<file path="config.mk">
export PLATFORM = sky130hd
export DESIGN_NAME = mem_bus_arbiter_flat
export DESIGN_NICKNAME = d
export VERILOG_FILES = /design/src/rtl/mem_bus_arbiter_if.sv /design/src/rtl/mem_bus_arbiter.sv /design/src/flat_wrapper.sv
export SDC_FILE = /design/constraint.sdc
export NUM_CORES = 1
export LEC_CHECK = 0
export ABC_AREA = 1
export CAP_MARGIN = 20
export CORE_MARGIN = 8
export CORE_UTILIZATION = 30
export CTS_CLUSTER_DIAMETER = 30
export DETAILED_ROUTE_END_ITERATION = 10
export GPL_ROUTABILITY_DRIVEN = 0
export PLACE_DENSITY = 0.71
export SYNTH_ARGS = -nofsm -noshare
export SYNTH_HDL_FRONTEND = slang
export SYNTH_SLANG_ARGS = --single-unit
</file>
<file path="constraint.sdc">
create_clock -name clk -period 6.5 [get_ports clk]
set_clock_uncertainty 0.2 [all_clocks]
set_input_delay 0.65 -clock clk [delete_from_list [all_inputs] [get_ports clk]]
set_output_delay 0.65 -clock clk [all_outputs]
set_load 0.02 [all_outputs]
</file>
<file path="src/rtl/mem_bus_arbiter_if.sv">
// Bundle of the two requester ports (inst fetch, load/store), the memory port and the grant owner.
// No logic: signal declarations and directions only.
// master = the arbiter's view; slave = the view of the environment (core ports plus memory model).
interface mem_bus_arbiter_if #(
    parameter int ADDR_W = 32,
    parameter int DATA_W = 32
);
    // requester 0: instruction fetch (read-only)
    logic              i_req;
    logic [ADDR_W-1:0] i_addr;
    logic              i_ready;
    logic              i_err;
    logic [DATA_W-1:0] i_rdata;
    // requester 1: load/store
    logic              d_req;
    logic              d_we;
    logic [3:0]        d_be;
    logic [ADDR_W-1:0] d_addr;
    logic [DATA_W-1:0] d_wdata;
    logic              d_ready;
    logic              d_err;
    logic [DATA_W-1:0] d_rdata;
    // single-port memory
    logic              m_req;
    logic              m_we;
    logic [3:0]        m_be;
    logic [ADDR_W-1:0] m_addr;
    logic [DATA_W-1:0] m_wdata;
    logic              m_ack;
    logic [DATA_W-1:0] m_rdata;
    // grant status
    logic              owner;

    modport master (
        input  i_req, i_addr, d_req, d_we, d_be, d_addr, d_wdata, m_ack, m_rdata,
        output i_ready, i_err, i_rdata, d_ready, d_err, d_rdata,
        output m_req, m_we, m_be, m_addr, m_wdata, owner
    );

    modport slave (
        output i_req, i_addr, d_req, d_we, d_be, d_addr, d_wdata, m_ack, m_rdata,
        input  i_ready, i_err, i_rdata, d_ready, d_err, d_rdata,
        input  m_req, m_we, m_be, m_addr, m_wdata, owner
    );
endinterface

</file>
<file path="src/rtl/mem_bus_arbiter.sv">
// Round-robin arbiter sharing one single-port memory between inst fetch (0) and load/store (1).
// Latency: grant -> m_req next cycle; m_ack -> ready pulse next cycle; 3 cycles minimum per access.
// Backpressure: requesters hold req until their ready pulse; memory stalls via m_ack, bounded by a watchdog.
// Ports: clk, reset (async, active high); bus (master modport) carries i_*, d_*, m_* and owner.
module mem_bus_arbiter #(
    parameter int ADDR_W  = 32,
    parameter int DATA_W  = 32,
    parameter int TIMEOUT = 16,
    parameter int CNT_W   = 8
) (
    input  logic                    clk,
    input  logic                    reset,
    mem_bus_arbiter_if.master       bus
);

    typedef enum logic [1:0] {
        ST_IDLE = 2'd0,
        ST_WAIT = 2'd1,
        ST_DONE = 2'd2
    } state_e;

    // Last WAIT count before abort; unused when the watchdog is disabled (TIMEOUT == 0).
    localparam logic [CNT_W-1:0] CNT_LAST = (TIMEOUT == 0) ? '0 : CNT_W'(TIMEOUT - 1);

    state_e            state_q,      state_d;
    logic              last_grant_q, last_grant_d;
    logic              owner_q,      owner_d;
    logic [CNT_W-1:0]  cnt_q,        cnt_d;
    logic              m_req_q,      m_req_d;
    logic              m_we_q,       m_we_d;
    logic [3:0]        m_be_q,       m_be_d;
    logic [ADDR_W-1:0] m_addr_q,     m_addr_d;
    logic [DATA_W-1:0] m_wdata_q,    m_wdata_d;
    logic              i_ready_q,    i_ready_d;
    logic              i_err_q,      i_err_d;
    logic [DATA_W-1:0] i_rdata_q,    i_rdata_d;
    logic              d_ready_q,    d_ready_d;
    logic              d_err_q,      d_err_d;
    logic [DATA_W-1:0] d_rdata_q,    d_rdata_d;
    logic              grant_sel;

    always_comb begin
        state_d      = state_q;
        last_grant_d = last_grant_q;
        owner_d      = owner_q;
        cnt_d        = cnt_q;
        m_req_d      = m_req_q;
        m_we_d       = m_we_q;
        m_be_d       = m_be_q;
        m_addr_d     = m_addr_q;
        m_wdata_d    = m_wdata_q;
        i_rdata_d    = i_rdata_q;
        d_rdata_d    = d_rdata_q;
        // ready/err are single-cycle pulses: low unless set on the way into DONE
        i_ready_d    = 1'b0;
        i_err_d      = 1'b0;
        d_ready_d    = 1'b0;
        d_err_d      = 1'b0;
        grant_sel    = 1'b0;

        case (state_q)
            ST_IDLE: begin
                if (bus.i_req || bus.d_req) begin
                    // On a tie the requester that did not win last time goes first.
                    grant_sel = (bus.i_req && bus.d_req) ? ~last_grant_q : bus.d_req;
                    if (grant_sel) begin
                        m_we_d    = bus.d_we;
                        m_be_d    = bus.d_be;
                        m_addr_d  = bus.d_addr;
                        m_wdata_d = bus.d_wdata;
                    end else begin
                        m_we_d    = 1'b0;
                        m_be_d    = 4'b1111;
                        m_addr_d  = bus.i_addr;
                        m_wdata_d = '0;
                    end
                    owner_d      = grant_sel;
                    last_grant_d = grant_sel;
                    cnt_d        = '0;
                    m_req_d      = 1'b1;
                    state_d      = ST_WAIT;
                end
            end

            ST_WAIT: begin
                if (bus.m_ack) begin
                    m_req_d = 1'b0;
                    if (!m_we_q) begin
                        if (owner_q) d_rdata_d = bus.m_rdata;
                        else         i_rdata_d = bus.m_rdata;
                    end
                    if (owner_q) d_ready_d = 1'b1;
                    else         i_ready_d = 1'b1;
                    state_d = ST_DONE;
                end else if ((TIMEOUT != 0) && (cnt_q == CNT_LAST)) begin
                    // Watchdog abort: complete with error, read data left untouched.
                    m_req_d = 1'b0;
                    if (owner_q) begin
                        d_ready_d = 1'b1;
                        d_err_d   = 1'b1;
                    end else begin
                        i_ready_d = 1'b1;
                        i_err_d   = 1'b1;
                    end
                    state_d = ST_DONE;
                end else begin
                    cnt_d = cnt_q + CNT_W'(1);
                end
            end

            ST_DONE: begin
                // Requests are deliberately ignored here so a requester can drop req after its ready.
                state_d = ST_IDLE;
            end

            default: begin
                state_d = ST_IDLE;
            end
        endcase
    end

    always_ff @(posedge clk or posedge reset) begin
        if (reset) begin
            state_q      <= ST_IDLE;
            last_grant_q <= 1'b1;
            owner_q      <= 1'b0;
            cnt_q        <= '0;
            m_req_q      <= 1'b0;
            m_we_q       <= 1'b0;
            m_be_q       <= '0;
            m_addr_q     <= '0;
            m_wdata_q    <= '0;
            i_ready_q    <= 1'b0;
            i_err_q      <= 1'b0;
            i_rdata_q    <= '0;
            d_ready_q    <= 1'b0;
            d_err_q      <= 1'b0;
            d_rdata_q    <= '0;
        end else begin
            state_q      <= state_d;
            last_grant_q <= last_grant_d;
            owner_q      <= owner_d;
            cnt_q        <= cnt_d;
            m_req_q      <= m_req_d;
            m_we_q       <= m_we_d;
            m_be_q       <= m_be_d;
            m_addr_q     <= m_addr_d;
            m_wdata_q    <= m_wdata_d;
            i_ready_q    <= i_ready_d;
            i_err_q      <= i_err_d;
            i_rdata_q    <= i_rdata_d;
            d_ready_q    <= d_ready_d;
            d_err_q      <= d_err_d;
            d_rdata_q    <= d_rdata_d;
        end
    end

    assign bus.m_req   = m_req_q;
    assign bus.m_we    = m_we_q;
    assign bus.m_be    = m_be_q;
    assign bus.m_addr  = m_addr_q;
    assign bus.m_wdata = m_wdata_q;
    assign bus.owner   = owner_q;
    assign bus.i_ready = i_ready_q;
    assign bus.i_err   = i_err_q;
    assign bus.i_rdata = i_rdata_q;
    assign bus.d_ready = d_ready_q;
    assign bus.d_err   = d_err_q;
    assign bus.d_rdata = d_rdata_q;

endmodule

</file>
<file path="src/flat_wrapper.sv">
// flat-port wrapper written by rule: the top's interface ports become plain ports
module mem_bus_arbiter_flat 
#(
    parameter int ADDR_W  = 32,
    parameter int DATA_W  = 32,
    parameter int TIMEOUT = 16,
    parameter int CNT_W   = 8
)
  (clk, reset, bus_i_req, bus_i_addr, bus_d_req, bus_d_we, bus_d_be, bus_d_addr, bus_d_wdata, bus_m_ack, bus_m_rdata, bus_i_ready, bus_i_err, bus_i_rdata, bus_d_ready, bus_d_err, bus_d_rdata, bus_m_req, bus_m_we, bus_m_be, bus_m_addr, bus_m_wdata, bus_owner);
  mem_bus_arbiter_if #(.ADDR_W(ADDR_W), .DATA_W(DATA_W)) bus_i ();
  input  logic clk;
  input  logic reset;
  input wire logic [$bits(bus_i.i_req)-1:0] bus_i_req;
  input wire logic [$bits(bus_i.i_addr)-1:0] bus_i_addr;
  input wire logic [$bits(bus_i.d_req)-1:0] bus_d_req;
  input wire logic [$bits(bus_i.d_we)-1:0] bus_d_we;
  input wire logic [$bits(bus_i.d_be)-1:0] bus_d_be;
  input wire logic [$bits(bus_i.d_addr)-1:0] bus_d_addr;
  input wire logic [$bits(bus_i.d_wdata)-1:0] bus_d_wdata;
  input wire logic [$bits(bus_i.m_ack)-1:0] bus_m_ack;
  input wire logic [$bits(bus_i.m_rdata)-1:0] bus_m_rdata;
  output wire logic [$bits(bus_i.i_ready)-1:0] bus_i_ready;
  output wire logic [$bits(bus_i.i_err)-1:0] bus_i_err;
  output wire logic [$bits(bus_i.i_rdata)-1:0] bus_i_rdata;
  output wire logic [$bits(bus_i.d_ready)-1:0] bus_d_ready;
  output wire logic [$bits(bus_i.d_err)-1:0] bus_d_err;
  output wire logic [$bits(bus_i.d_rdata)-1:0] bus_d_rdata;
  output wire logic [$bits(bus_i.m_req)-1:0] bus_m_req;
  output wire logic [$bits(bus_i.m_we)-1:0] bus_m_we;
  output wire logic [$bits(bus_i.m_be)-1:0] bus_m_be;
  output wire logic [$bits(bus_i.m_addr)-1:0] bus_m_addr;
  output wire logic [$bits(bus_i.m_wdata)-1:0] bus_m_wdata;
  output wire logic [$bits(bus_i.owner)-1:0] bus_owner;
  assign bus_i.i_req = bus_i_req;
  assign bus_i.i_addr = bus_i_addr;
  assign bus_i.d_req = bus_d_req;
  assign bus_i.d_we = bus_d_we;
  assign bus_i.d_be = bus_d_be;
  assign bus_i.d_addr = bus_d_addr;
  assign bus_i.d_wdata = bus_d_wdata;
  assign bus_i.m_ack = bus_m_ack;
  assign bus_i.m_rdata = bus_m_rdata;
  assign bus_i_ready = bus_i.i_ready;
  assign bus_i_err = bus_i.i_err;
  assign bus_i_rdata = bus_i.i_rdata;
  assign bus_d_ready = bus_i.d_ready;
  assign bus_d_err = bus_i.d_err;
  assign bus_d_rdata = bus_i.d_rdata;
  assign bus_m_req = bus_i.m_req;
  assign bus_m_we = bus_i.m_we;
  assign bus_m_be = bus_i.m_be;
  assign bus_m_addr = bus_i.m_addr;
  assign bus_m_wdata = bus_i.m_wdata;
  assign bus_owner = bus_i.owner;
  mem_bus_arbiter #(.ADDR_W(ADDR_W), .DATA_W(DATA_W), .TIMEOUT(TIMEOUT), .CNT_W(CNT_W)) u_core (.clk(clk), .reset(reset), .bus(bus_i));
endmodule
</file>
== Word-level counts from Yosys, hierarchy flattened ==
Cells that the tools add are included.

* Bits in registers: 150
* Bits in latches: 0
* Bits in writable memories: 0
* ROM bits: 0
* Input bits: 138
* Word-level logic and storage cells: 64
* Memories: 0

* Add/subtract/negate cells: 1
* Multiply operators: 0
* Divide/modulo/power cells: 0
* $lt $le $gt $ge: 0
* Equal/unequal tests: 6
* Shifts and indexed selects: 0
* Mux-type cells: 29
* Bitwise gates (word level): 3
* Reductions and logical operators: 10

{| class="wikitable"
|+ Operators by type and width
! kind !! count
|-
| 2-to-1 mux 32 bit || 2
|-
| 2-to-1 mux 8 bit || 3
|-
| 2-to-1 mux 1 bit || 17
|-
| case mux 8 bit (2 select lines) || 1
|-
| AND reduction 4 bit || 3
|-
| adder 8 x 1 -> 8 bit, second input constant || 1
|-
| equality test 8 x 4 -> 1 bit, second input constant || 1
|-
| 2-to-1 mux 2 bit || 3
|-
| 2-to-1 mux 4 bit || 1
|-
| inequality test 2 bit, second input constant || 2
|-
| case mux 2 bit (2 select lines) || 1
|-
| AND reduction 2 bit || 2
|-
| inequality test 3 x 2 -> 1 bit, second input constant || 1
|-
| inverter 1 bit || 3
|-
| AND reduction 3 bit || 1
|-
| equality test 2 x 1 -> 1 bit, second input constant || 1
|-
| zero test 2 bit || 1
|-
| inequality test 2 x 1 -> 1 bit, second input constant || 1
|-
| case mux 1 bit (2 select lines) || 1
|-
| nonzero test 2 bit || 1
|-
| logical AND 1 bit || 1
|-
| logical OR 1 bit || 1
|}

== Depth between registers and ports, before layout ==
Gate-level depths: netlist of the first run.

* Depth after elaboration: 4
* Mapped depth: 8

== Least setup slack after synthesis of the first run ==
OpenSTA, ideal clock, no wires.

* Kind: input-to-reg
* From: input port bus_m_ack
* To: register u_core.d_rdata_q[10], in the netlist u_core.bus.d_rdata[10]
* Setup time: 0.122 ns
* Arrival time: 1.411 ns
* Data required time: 6.178 ns
* Path slack: 4.767 ns
* Cell stages on the path: 6
* Path through: inv_1 -> nor2_8 -> nand2_4 -> nor2_8 -> clkbuf_8 -> a21oi_1

* Cells in the longest elaborated chain, start to end: 1

{| class="wikitable"
|+ RTL lines
! element !! RTL line !! source
|-
| from (decl) || flat_wrapper.sv:20 || <nowiki>input wire logic [$bits(bus_i.m_ack)-1:0] bus_m_ack;</nowiki>
|-
| AND reduction 4 bit (no source line) || -- ||
|-
| to (signal assigned) || mem_bus_arbiter.sv:154 || <nowiki>d_rdata_q <= d_rdata_d;</nowiki>
|-
| to (decl) || mem_bus_arbiter.sv:39 || <nowiki>logic [DATA_W-1:0] d_rdata_q, d_rdata_d;</nowiki>
|}

No other way between the ends.
A chain may end at the register's enable or synchronous reset.

== Worst setup path after layout of the first run ==
* From: input port bus_d_req
* To: register u_core.m_wdata_q[21], in the netlist u_core.bus.m_wdata[21]

* Cells in the longest elaborated chain, start to end: 3
* Elaborated cells between the ends (all ways): 5
* Classes of those cells: mux (2); reduce/logical (3)

{| class="wikitable"
|+ RTL lines
! element !! RTL line !! source
|-
| from (decl) || flat_wrapper.sv:15 || <nowiki>input wire logic [$bits(bus_i.d_req)-1:0] bus_d_req;</nowiki>
|-
| logical AND 1 bit || mem_bus_arbiter.sv:65 || <nowiki>grant_sel = (bus.i_req && bus.d_req) ? ~last_grant_q : bus.d_req;</nowiki>
|-
| 2-to-1 mux 1 bit || mem_bus_arbiter.sv:65 ||
|-
| 2-to-1 mux 32 bit || mem_bus_arbiter.sv:66 || <nowiki>if (grant_sel) begin</nowiki>
|-
| to (signal assigned) || mem_bus_arbiter.sv:148 || <nowiki>m_wdata_q <= m_wdata_d;</nowiki>
|-
| to (decl) || mem_bus_arbiter.sv:33 || <nowiki>logic [DATA_W-1:0] m_wdata_q, m_wdata_d;</nowiki>
|}

Parallel ways exist; a longest one is shown, timed or not.

==> flow_summary_export.csv, run 1 <==
group,metric,value,unit
outcome,status,"complete, no violations",
timing,fmax,302,MHz
placement,io_buffers,276,
worst_hold_path,hold_path_class,"flop to flop",
routing,ant_nets,0,
global_routing,grt_util_all_layers,0.154,
die,die_area,0.0257,sq mm
routing,vias_per_cell,4.41,
die,rows,52,
routing,firstDrtPassIters,4,
worst_setup_path,crit_path_end_kind,"flop",
cells_and_area,multi_input_area,0.00208,sq mm
worst_setup_path,max_stage_delay,0.80,ns
power_and_ir_drop,power_frac_seq,0.328,
cells_and_area,register_area,0.00375,sq mm
worst_setup_path,cp_common_cell,"nand2_1",
global_routing,grt-ovfl-total,0,
die,io_pins,277,
clock_tree,path_clk_slew,0.07,ns
timing,setup_tns,0,ns
cells_and_area,drive_above_1_share,0.0799,
clock_tree,post_cts_resized,0,
cells_and_area,n_antenna_cell,0,
power_and_ir_drop,power.share.switching,0.387,
clock_tree,cts_buffers,17,
timing,finalCritPeriodShare,0.510,
timing,hold_viol_final,0,
timing,tightest_slew,1.06,ns
cells_and_area,synthToLayoutAreaGrowth,57.1,%
synth,ys.warnings.count,0,
power_and_ir_drop,p_switching,1.86,mW
routing,drt_iter0_drc,376,
worst_setup_path,crit_buf_inv,3,
worst_setup_path,critical_path_arrival,3.47,ns
flow_run,cap_viol_max_count,0,
worst_setup_path,crit_type,"primary input to flop",
synth,synth_seq_cells,150,
worst_setup_path,path_delay_family,"buffers and inverters",
placement,hpwl,14400,um
timing,rsz0062_at_grt,"false",
clock_tree,ctsHoldBuffers,0,
worst_setup_path,start_kind,"primary input",
worst_setup_path,cp.required,6.66,ns
cells_and_area,final_nets,1077,
power_and_ir_drop,leakage,4.41,nW
clock_tree,cts_tree,"built",
power_and_ir_drop,p_per_area,490,mW/mm^2
synth,yosysSeqAreaShare,0.602,
worst_hold_path,hold_start,"u_core.bus.m_wdata[10]",
timing,final_max_slew_viol_count,0,
global_routing,grt_pass1_vias,5583,
die,initial_utilization,0.307,
synth,syn-instance-count,673,
cells_and_area,fin_util,0.483,
clock_tree,clock_sinks,150,
global_routing,antenna_found_initial,0,
synth,syn-num-nets,812,
worst_setup_path,crit_fanout,33,
clock_tree,worstSkewPairLatency,0.42,ns
worst_setup_path,startpoint,"bus_d_req",
synth,synth_area_per_cell,9.27,sq um
die,core_area,0.0203,sq mm
timing,finalCriticalPeriod,3.31,ns
worst_setup_path,critPathSlowestCell,"inv_1",
clock_tree,cts_setup_buffers,0,
clock_tree,h-tree-depth,4,
routing,route.detailed.drc,0,
clock_tree,cts-root-buf,"clkbuf_16",
cells_and_area,fill_cells,1944,
clock_tree,cts_buffer_depth,2,
synth,synthesis.area,0.00624,sq mm
routing,drt_wl_total,19800,um
power_and_ir_drop,p_int,2.95,mW
power_and_ir_drop,peakVddDrop,0.217,mV
power_and_ir_drop,pwr-share-comb,0.452,
die,die_w,160,um
global_routing,grt_pass1_wl,31600,um
power_and_ir_drop,clkPwrFrac,0.220,
synth,ys_types,29,
timing,setup_viol,0,
worst_setup_path,r2r-start,"u_core.last_grant_q",
timing,slew_headroom,0.297,
routing,wire_per_inst,16.2,um
placement,placed_cells,1188,
worst_setup_path,path_cells,"clkdlybuf4s50_1 > nand2_1 > inv_1 > nand2_2 > inv_1 > nand2_1 > nand2_1",
cells_and_area,final_cells,1221,
routing,vias,5382,
global_routing,grt_max_degree,94,
die,dieHeight,160,um
==> routing by layer <==
| layer | share of wire | vias up | wire length, um | global-route usage |
|---|---|---|---|---|
| met5 | 0 | - | 0 | 0 |
| li1 | - | 2658 | - | - |
| met4 | 0.013 | 0 | 267 | 0.0455 |
| met2 | 0.46 | 232 | 9060 | 0.243 |
| met3 | 0.11 | 18 | 2160 | 0.0763 |
| met1 | 0.42 | 2474 | 8360 | 0.181 |
==> final cells by class <==
type	count	share of cell area
Sequential cell	150	0.383
Timing Repair Buffer	279	0.286
Multi-Input combinational cell	440	0.212
Clock buffer	21	0.0480
Tap cell	270	0.0345
Inverter	50	0.0197
Clock inverter	11	0.0166
==> worst paths after layout <==
kind | to | slack, ns | cells after the start
worst max-delay path | u_core.bus.m_wdata[21] | 3.19 | 7
worst min-delay path | u_core.bus.m_wdata[10] | 0.27 | 2
worst max register to register | u_core.bus.m_wdata[21] | 3.47 | 7
worst min register to register | u_core.bus.m_wdata[10] | 0.27 | 2
max in group asynchronous | u_core.bus.i_rdata[21] | 4.29 | 3
min in group asynchronous | u_core.bus.m_wdata[21] | 0.57 | 2
==> registers in the layout, indices dropped and copies added, names as in the netlist <==
name	flops
u_core.state_q	2
u_core.bus.m_be	4
u_core.bus.i_ready	1
u_core.cnt_q	8
u_core.bus.m_wdata	32
u_core.bus.i_rdata	32
u_core.last_grant_q	1
u_core.bus.m_we	1
u_core.bus.i_err	1
u_core.bus.d_ready	1
u_core.bus.owner	1
u_core.bus.d_rdata	32
u_core.bus.m_req	1
u_core.bus.d_err	1
u_core.bus.m_addr	32
==> power by group through the flow <==
stage	registers, mW	clock network (mW)	logic [mW]
global route	1.62	1.13	2.35
floorplan	2.03	0	0.674
global placement	1.57	0	2.18
detailed placement	1.58	0	2.20
finish	1.57	1.06	2.17
CTS	1.58	1.09	2.20
==> tightest hold or removal path, cell delays in order, from the launching register on <==
cell and delay (ns):
dfrtp_1 0.34, nand2_1 0.05, nand2_1 0.04
==> cell usage after synthesis <==
cell type  instances  area share
a21oi_1            6      0.0048
a21oi_2           28       0.039
buf_2              9      0.0072
buf_4              3      0.0036
buf_6              1      0.0018
buf_8              3      0.0072
clkbuf_1          14      0.0084
clkbuf_8           3      0.0066
dfrtp_1          149        0.60
dfstp_2            1      0.0042
ha_1               1      0.0020
inv_1             50       0.030
nand2_1          193        0.12
nand2_2            2      0.0020
nand2_4            2      0.0036
nand3_1           12      0.0096
nand3_2            1      0.0016
nand3_4            1      0.0028
nor2_1            81       0.049
nor2_2             1      0.0010
nor2_8             2      0.0064
nor3b_1            1      0.0012
o21a_2             1      0.0014
o21ai_0           97       0.078
o21ai_1            4      0.0032
o21ai_4            1      0.0026
o22a_1             4      0.0056
xnor2_1            1      0.0014
xor2_1             1      0.0014
==> through the flow <==
stage | setup WS [ns] | instance area [sq um] | hold slack, ns | total power, mW
after floorplan | 1.62 | 6240 | 0.243 | 2.71
after global placement | 2.17 | 9140 | 0.253 | 3.75
after detailed placement | 2.18 | 9140 | 0.258 | 3.78
after CTS | 2.61 | 9770 | 0.274 | 4.87
after global routing | 2.88 | 9800 | 0.294 | 5.11
final | 3.19 | 9800 | 0.270 | 4.80
==> cell families after synthesis <==
kind of cell,after synthesis,synth area share
xor+xnor,2,0.00281
simple gates,296,0.193
flops,150,0.602
fa+ha+maj,1,0.00201
compound gates,141,0.135
buf+inv,83,0.0650
==> cells in the final DEF (no fill, tap or decap), drive strengths merged, types with 3 or more instances in the layout <==
cell and instances:
clkbuf 21, buf 3, inv 54, nor2 84, nand2 197, clkdlybuf4s50 276
dfrtp 149, o22a 4, nand3 14, bufinv 3, a21oi 34, o21ai 102
Note: power is estimated with default switching activity, not from simulation.
==> inputs of run 2 (changes only) <==
==> constraint.sdc (replaced) <==
create_clock -name clk -period 3.3 [get_ports clk]
set_clock_uncertainty 0.2 [all_clocks]
set_input_delay 0.33 -clock clk [delete_from_list [all_inputs] [get_ports clk]]
set_output_delay 0.33 -clock clk [all_outputs]
set_load 0.02 [all_outputs]
==> flow_summary_export.csv, run 2 (synthesis gave the netlist of run 1 again) <==
group,metric,value,unit
clock_tree,h-tree-depth,4,
worst_setup_path,r2r_cells,5,
global_routing,grt_pass1_wl,31000,um
clock_tree,ctsHoldBuffers,0,
worst_setup_path,crit_end,"bus_m_we",
clock_tree,post_cts_resized,0,
routing,wl_met1,8570,um
routing,route.met3.wl,2000,um
routing,wire_per_inst,15.7,um
timing,setup_tns,0,ns
global_routing,antenna_found_initial,0,
cells_and_area,fill_cells,1923,
timing,tightest_slew,0.982,ns
worst_setup_path,crit_fanout,3,
cells_and_area,synthToLayoutAreaGrowth,57.4,%
timing,hold_ws,0.248,ns
clock_tree,cts_setup_buffers,0,
routing,drt_iter0_drc,249,
cells_and_area,n_antenna_cell,0,
cells_and_area,drive_above_1_share,0.0827,
placement,io_buffers,276,
routing,met2_length,8380,um
worst_setup_path,cp.required,2.77,ns
clock_tree,cts-root-buf,"clkbuf_16",
worst_setup_path,reg2reg_slack,1.28,ns
global_routing,grt_pass1_vias,5508,
global_routing,grt_util_all_layers,0.151,
worst_setup_path,worst-path-stages,1,
clock_tree,cts_tree,"built",
die,dieHeight,160,um
placement,place_area,0.00921,sq mm
worst_hold_path,hold_path_class,"primary input to flop",
clock_tree,cts_buffers,17,
placement,hpwl,14000,um
global_routing,grt-ovfl-total,0,
worst_setup_path,start_kind,"flop",
cells_and_area,final_common_cell,"clkdlybuf4s50_1",
worst_hold_path,hold_depth,3,
die,rows,52,
routing,drt_wl_total,19200,um
timing,fmax,470,MHz
clock_tree,clock_sinks,150,
routing,highest_layer,"met4",
worst_setup_path,r2r-start,"u_core.state_q[0]",
routing,vias,5401,
cells_and_area,layout_common_cells,"clkdlybuf4s50_1, nand2_1, dfrtp_1",
die,die_w,160,um
worst_setup_path,crit_buf_inv,1,
worst_setup_path,max_stage_delay,0.67,ns
clock_tree,cts_buffer_depth,2,
timing,rsz0062_at_grt,"false",
timing,final_max_slew_viol_count,0,
die,io_pins,277,
global_routing,grt_max_degree,151,
die,initial_utilization,0.307,
worst_setup_path,crit_type,"flop to output port",
worst_setup_path,critPathSlowestCell,"clkdlybuf4s50_1",
timing,finalCritPeriodShare,0.645,
worst_setup_path,path_delay_family,"buffers and inverters",
timing,setup_viol,0,
worst_setup_path,path_cells,"clkdlybuf4s50_1",
timing,slew_headroom,0.345,
clock_tree,path_clk_slew,0.06,ns
routing,vias_per_cell,4.41,
clock_tree,worstSkewPairLatency,0.42,ns
power_and_ir_drop,peakVddDrop,0.610,mV
routing,firstDrtPassIters,4,
power_and_ir_drop,leakage,4.41,nW
worst_setup_path,startpoint,"u_core.bus.m_we",
timing,hold_viol_final,0,
routing,ant_nets,0,
worst_setup_path,critical_path_arrival,1.60,ns
worst_setup_path,crit_path_end_kind,"output port",
die,core_area,0.0203,sq mm
routing,route.detailed.drc,0,
cells_and_area,fin_util,0.484,
cells_and_area,final_nets,1081,
worst_setup_path,r2r-end,"u_core.bus.m_wdata[8]",
cells_and_area,design_area,0.00982,sq mm
power_and_ir_drop,p_per_area,957,mW/mm^2
flow_run,cap_viol_max_count,0,
outcome,status,"complete, no violations",
die,die_area,0.0257,sq mm
timing,finalCriticalPeriod,2.13,ns
## run 2: worst min-delay path: stages
cell             delay, ns
clkdlybuf4s50_1       0.39
nand2_1               0.06
nand2_1               0.04
## run 2: through the flow
step           power, mW  setup slack [ns]  cells
4_1_cts             9.55              1.12   1225
2_1_floorplan       5.33             0.882    673
3_3_place_gp        7.44             0.935   1193
5_1_grt             10.0              1.01   1225
6_report            9.39              1.17   1225
3_5_place_dp        7.50             0.899   1193
## run 2: final cells by class
cell class              instances  area [sq um]  share of cell area
well taps                     270           338              0.0344
inverters                      50           191              0.0195
clock buffers                  19           433              0.0441
clock inverters                13           173              0.0176
repair buffers                283          2850               0.291
multi-input cells             440          2080               0.211
flip-flops and latches        150          3750               0.382
## run 2: where the power goes
part / total [mW] / switching [mW] / internal (mW)
clock network: 1.99 / 0.791 / 1.20
registers: 3.08 / 0.450 / 2.63
logic: 4.32 / 2.39 / 1.93
## run 2: how the worst min path moves through the flow
stage	from	to	slack [ns]
finish	bus_d_wdata[31]	u_core.bus.m_wdata[31]	0.25
CTS	bus_d_wdata[5]	u_core.bus.m_wdata[5]	0.22
floorplan	bus_m_ack	u_core.bus.d_err	0.20
detailed placement	u_core.bus.m_wdata[0]	u_core.bus.m_wdata[0]	0.26
global route	bus_d_wdata[6]	u_core.bus.m_wdata[6]	0.22
global placement	u_core.bus.m_wdata[17]	u_core.bus.m_wdata[17]	0.25
## run 2: per-layer routing
| layer | GRT usage | up-vias |
|---|---|---|
| met5 | 0 | - |
| met4 | 0.0361 | 0 |
| met3 | 0.0810 | 15 |
| met2 | 0.227 | 221 |
| met1 | 0.187 | 2498 |
| li1 | - | 2667 |
==> inputs of run 3 (changes only) <==
--- a/config.mk
+++ b/config.mk
@@ -12,7 +12,7 @@
 export CTS_CLUSTER_DIAMETER = 30
 export DETAILED_ROUTE_END_ITERATION = 10
 export GPL_ROUTABILITY_DRIVEN = 0
-export PLACE_DENSITY = 0.71
+export PLACE_DENSITY = 0.73
 export SYNTH_ARGS = -nofsm -noshare
 export SYNTH_HDL_FRONTEND = slang
 export SYNTH_SLANG_ARGS = --single-unit
==> constraint.sdc (replaced) <==
create_clock -name clk -period 1.7 [get_ports clk]
set_clock_uncertainty 0.2 [all_clocks]
set_input_delay 0.17 -clock clk [delete_from_list [all_inputs] [get_ports clk]]
set_output_delay 0.17 -clock clk [all_outputs]
set_load 0.02 [all_outputs]
==> flow_summary_export.csv, run 3 (synthesis gave the netlist of run 1 again) <==
group,metric,value,unit
timing,hold_ws,0.0896,ns
power_and_ir_drop,peakVddDrop,0.944,mV
placement,io_buffers,276,
power_and_ir_drop,finalPower,17.7,mW
global_routing,antenna_found_initial,0,
clock_tree,worstSkewPairLatency,0.41,ns
clock_tree,cts-root-buf,"clkbuf_16",
global_routing,grt-ovfl-total,0,
flow_run,cap_viol_max_count,0,
global_routing,gr-usage-met3,0.0774,
power_and_ir_drop,pwr-share-comb,0.444,
die,initial_utilization,0.307,
cells_and_area,final_nets,1113,
timing,fmax,608,MHz
die,die_area,0.0257,sq mm
global_routing,grt-busiest-layer,"met2",
clock_tree,cts_tree,"built",
power_and_ir_drop,power_frac_seq,0.333,
timing,final_max_slew_viol_count,0,
power_and_ir_drop,clkPwrFrac,0.223,
cells_and_area,final_common_cell,"nand2_1",
die,die_w,160,um
global_routing,grt_util_all_layers,0.155,
cells_and_area,synthToLayoutAreaGrowth,61.0,%
routing,wire_per_inst,15.9,um
timing,finalCritPeriodShare,0.968,
global_routing,grt_max_degree,45,
worst_setup_path,cp.required,1.84,ns
timing,hold_viol_final,0,
cells_and_area,drive_above_1_share,0.112,
power_and_ir_drop,leakage,4.92,nW
clock_tree,h-tree-depth,4,
die,io_pins,277,
timing,finalCriticalPeriod,1.65,ns
routing,drt_wl_total,19900,um
worst_setup_path,crit_fanout,20,
power_and_ir_drop,power.share.switching,0.403,
die,dieHeight,160,um
die,rows,52,
global_routing,grt_pass1_wl,31800,um
worst_setup_path,critical_path_arrival,1.78,ns
clock_tree,clock_sinks,150,
clock_tree,path_clk_slew,0.07,ns
routing,vias_per_cell,4.43,
global_routing,met2_usage,0.238,
timing,slew_headroom,0.716,
worst_setup_path,crit_type,"flop to flop",
global_routing,use_met1,0.183,
power_and_ir_drop,p_int,10.6,mW
worst_setup_path,crit_path_end_kind,"flop",
die,core_area,0.0203,sq mm
routing,vias,5566,
routing,ant_nets,0,
worst_setup_path,start_kind,"flop",
timing,tightest_slew,0.425,ns
global_routing,grt_pass1_vias,5788,
outcome,status,"complete, no violations",
cells_and_area,n_antenna_cell,0,
cells_and_area,final_cells,1257,
routing,drt_iter0_drc,316,
routing,route.detailed.drc,0,
clock_tree,cts_buffer_depth,2,
routing,firstDrtPassIters,4,
power_and_ir_drop,p_switching,7.15,mW
worst_hold_path,hold_path_class,"primary input to flop",
cells_and_area,layout_common_cells,"nand2_1, dfrtp_1, dlygate4sd2_1",
timing,setup_viol,0,
placement,placed_cells,1223,
power_and_ir_drop,p_per_area,1770,mW/mm^2
clock_tree,cts_buffers,17,
timing,rsz0062_at_grt,"true",
placement,hpwl,15300,um
[run 3: cell count changes in the layout (fill, tap and decap cells not counted), moves of 2 or more]
| cell | change |
|---|---|
| buf_12 | +10 |
| buf_4 | +19 |
| clkinvlp_4 | -2 |
| dlygate4sd2_1 | +139 |
| clkdlybuf4s50_1 | -139 |
| buf_6 | +2 |
[run 3: what timing repair did]
| item | in CTS | in global routing |
|---|---|---|
| hold buffers | 1 | 0 |
| pin swaps | 0 | 1 |
| setup buffers | 0 | 1 |
| setup endpoints to repair | 139 | 20 |
| hold endpoints to repair | 6 | 0 |
| resized for setup | 139 | 6 |
[run 3: power groups by stage]
| stage | clock network [mW] | logic, mW | registers (mW) |
|---|---|---|---|
| 5_1_grt | 4.22 | 8.63 | 6.11 |
| 3_5_place_dp | 0 | 8.99 | 6.01 |
| 4_1_cts | 4.07 | 7.98 | 5.91 |
| 6_report | 3.95 | 7.87 | 5.91 |
| 3_3_place_gp | 0 | 8.88 | 5.95 |
| 2_1_floorplan | 0 | 2.58 | 7.77 |
[run 3: final timing paths]
kind                            cells past startpoint  slack (ns)              startpoint                endpoint
min in group asynchronous                           3        0.48                   reset   u_core.bus.d_rdata[7]
worst min register to register                      2        0.26  u_core.bus.m_wdata[28]  u_core.bus.m_wdata[28]
worst min-delay path                                3        0.09         bus_d_wdata[15]  u_core.bus.m_wdata[15]
max in group asynchronous                           4        0.26                   reset     u_core.last_grant_q
worst max register to register                      8        0.05       u_core.state_q[0]  u_core.bus.d_rdata[19]
worst max-delay path                                8        0.05       u_core.state_q[0]  u_core.bus.d_rdata[19]
[run 3: cell type report]
type / instances / area (sq um)
Fill cell: 1954 / 10300
Tap cell: 270 / 338
Sequential cell: 150 / 3750
Inverter: 50 / 191
Clock buffer: 20 / 447
Timing Repair Buffer: 315 / 3050
Multi-Input combinational cell: 440 / 2090
Clock inverter: 12 / 170
[run 3: per-stage QoR]
step | setup TNS, ns | utilization | setup slack, ns | cell area (sq um)
4_1_cts | 0 | 0.493 | 0.00550 | 10000
3_3_place_gp | -7.93 | 0.471 | -0.187 | 9560
6_report | 0 | 0.495 | 0.0542 | 10000
3_5_place_dp | -10.96 | 0.471 | -0.210 | 9560
5_1_grt | -0.184 | 0.495 | -0.0252 | 10000
2_1_floorplan | -83.27 | - | -0.558 | 6240
[run 3: layer usage]
layer	up-vias	routed length, um
met5	-	0
met4	0	429
met2	244	8890
met3	30	2190
met1	2558	8440
li1	2734	-
[run 3: critical path, stage by stage, from the launching register on]
cell and delay, ns:
dfrtp_1 0.39, buf_4 0.14, nand2_4 0.10, nor2_8 0.14, nand2_4 0.08, nor2_8 0.17
buf_12 0.19, nor2_1 0.06, a21oi_2 0.10
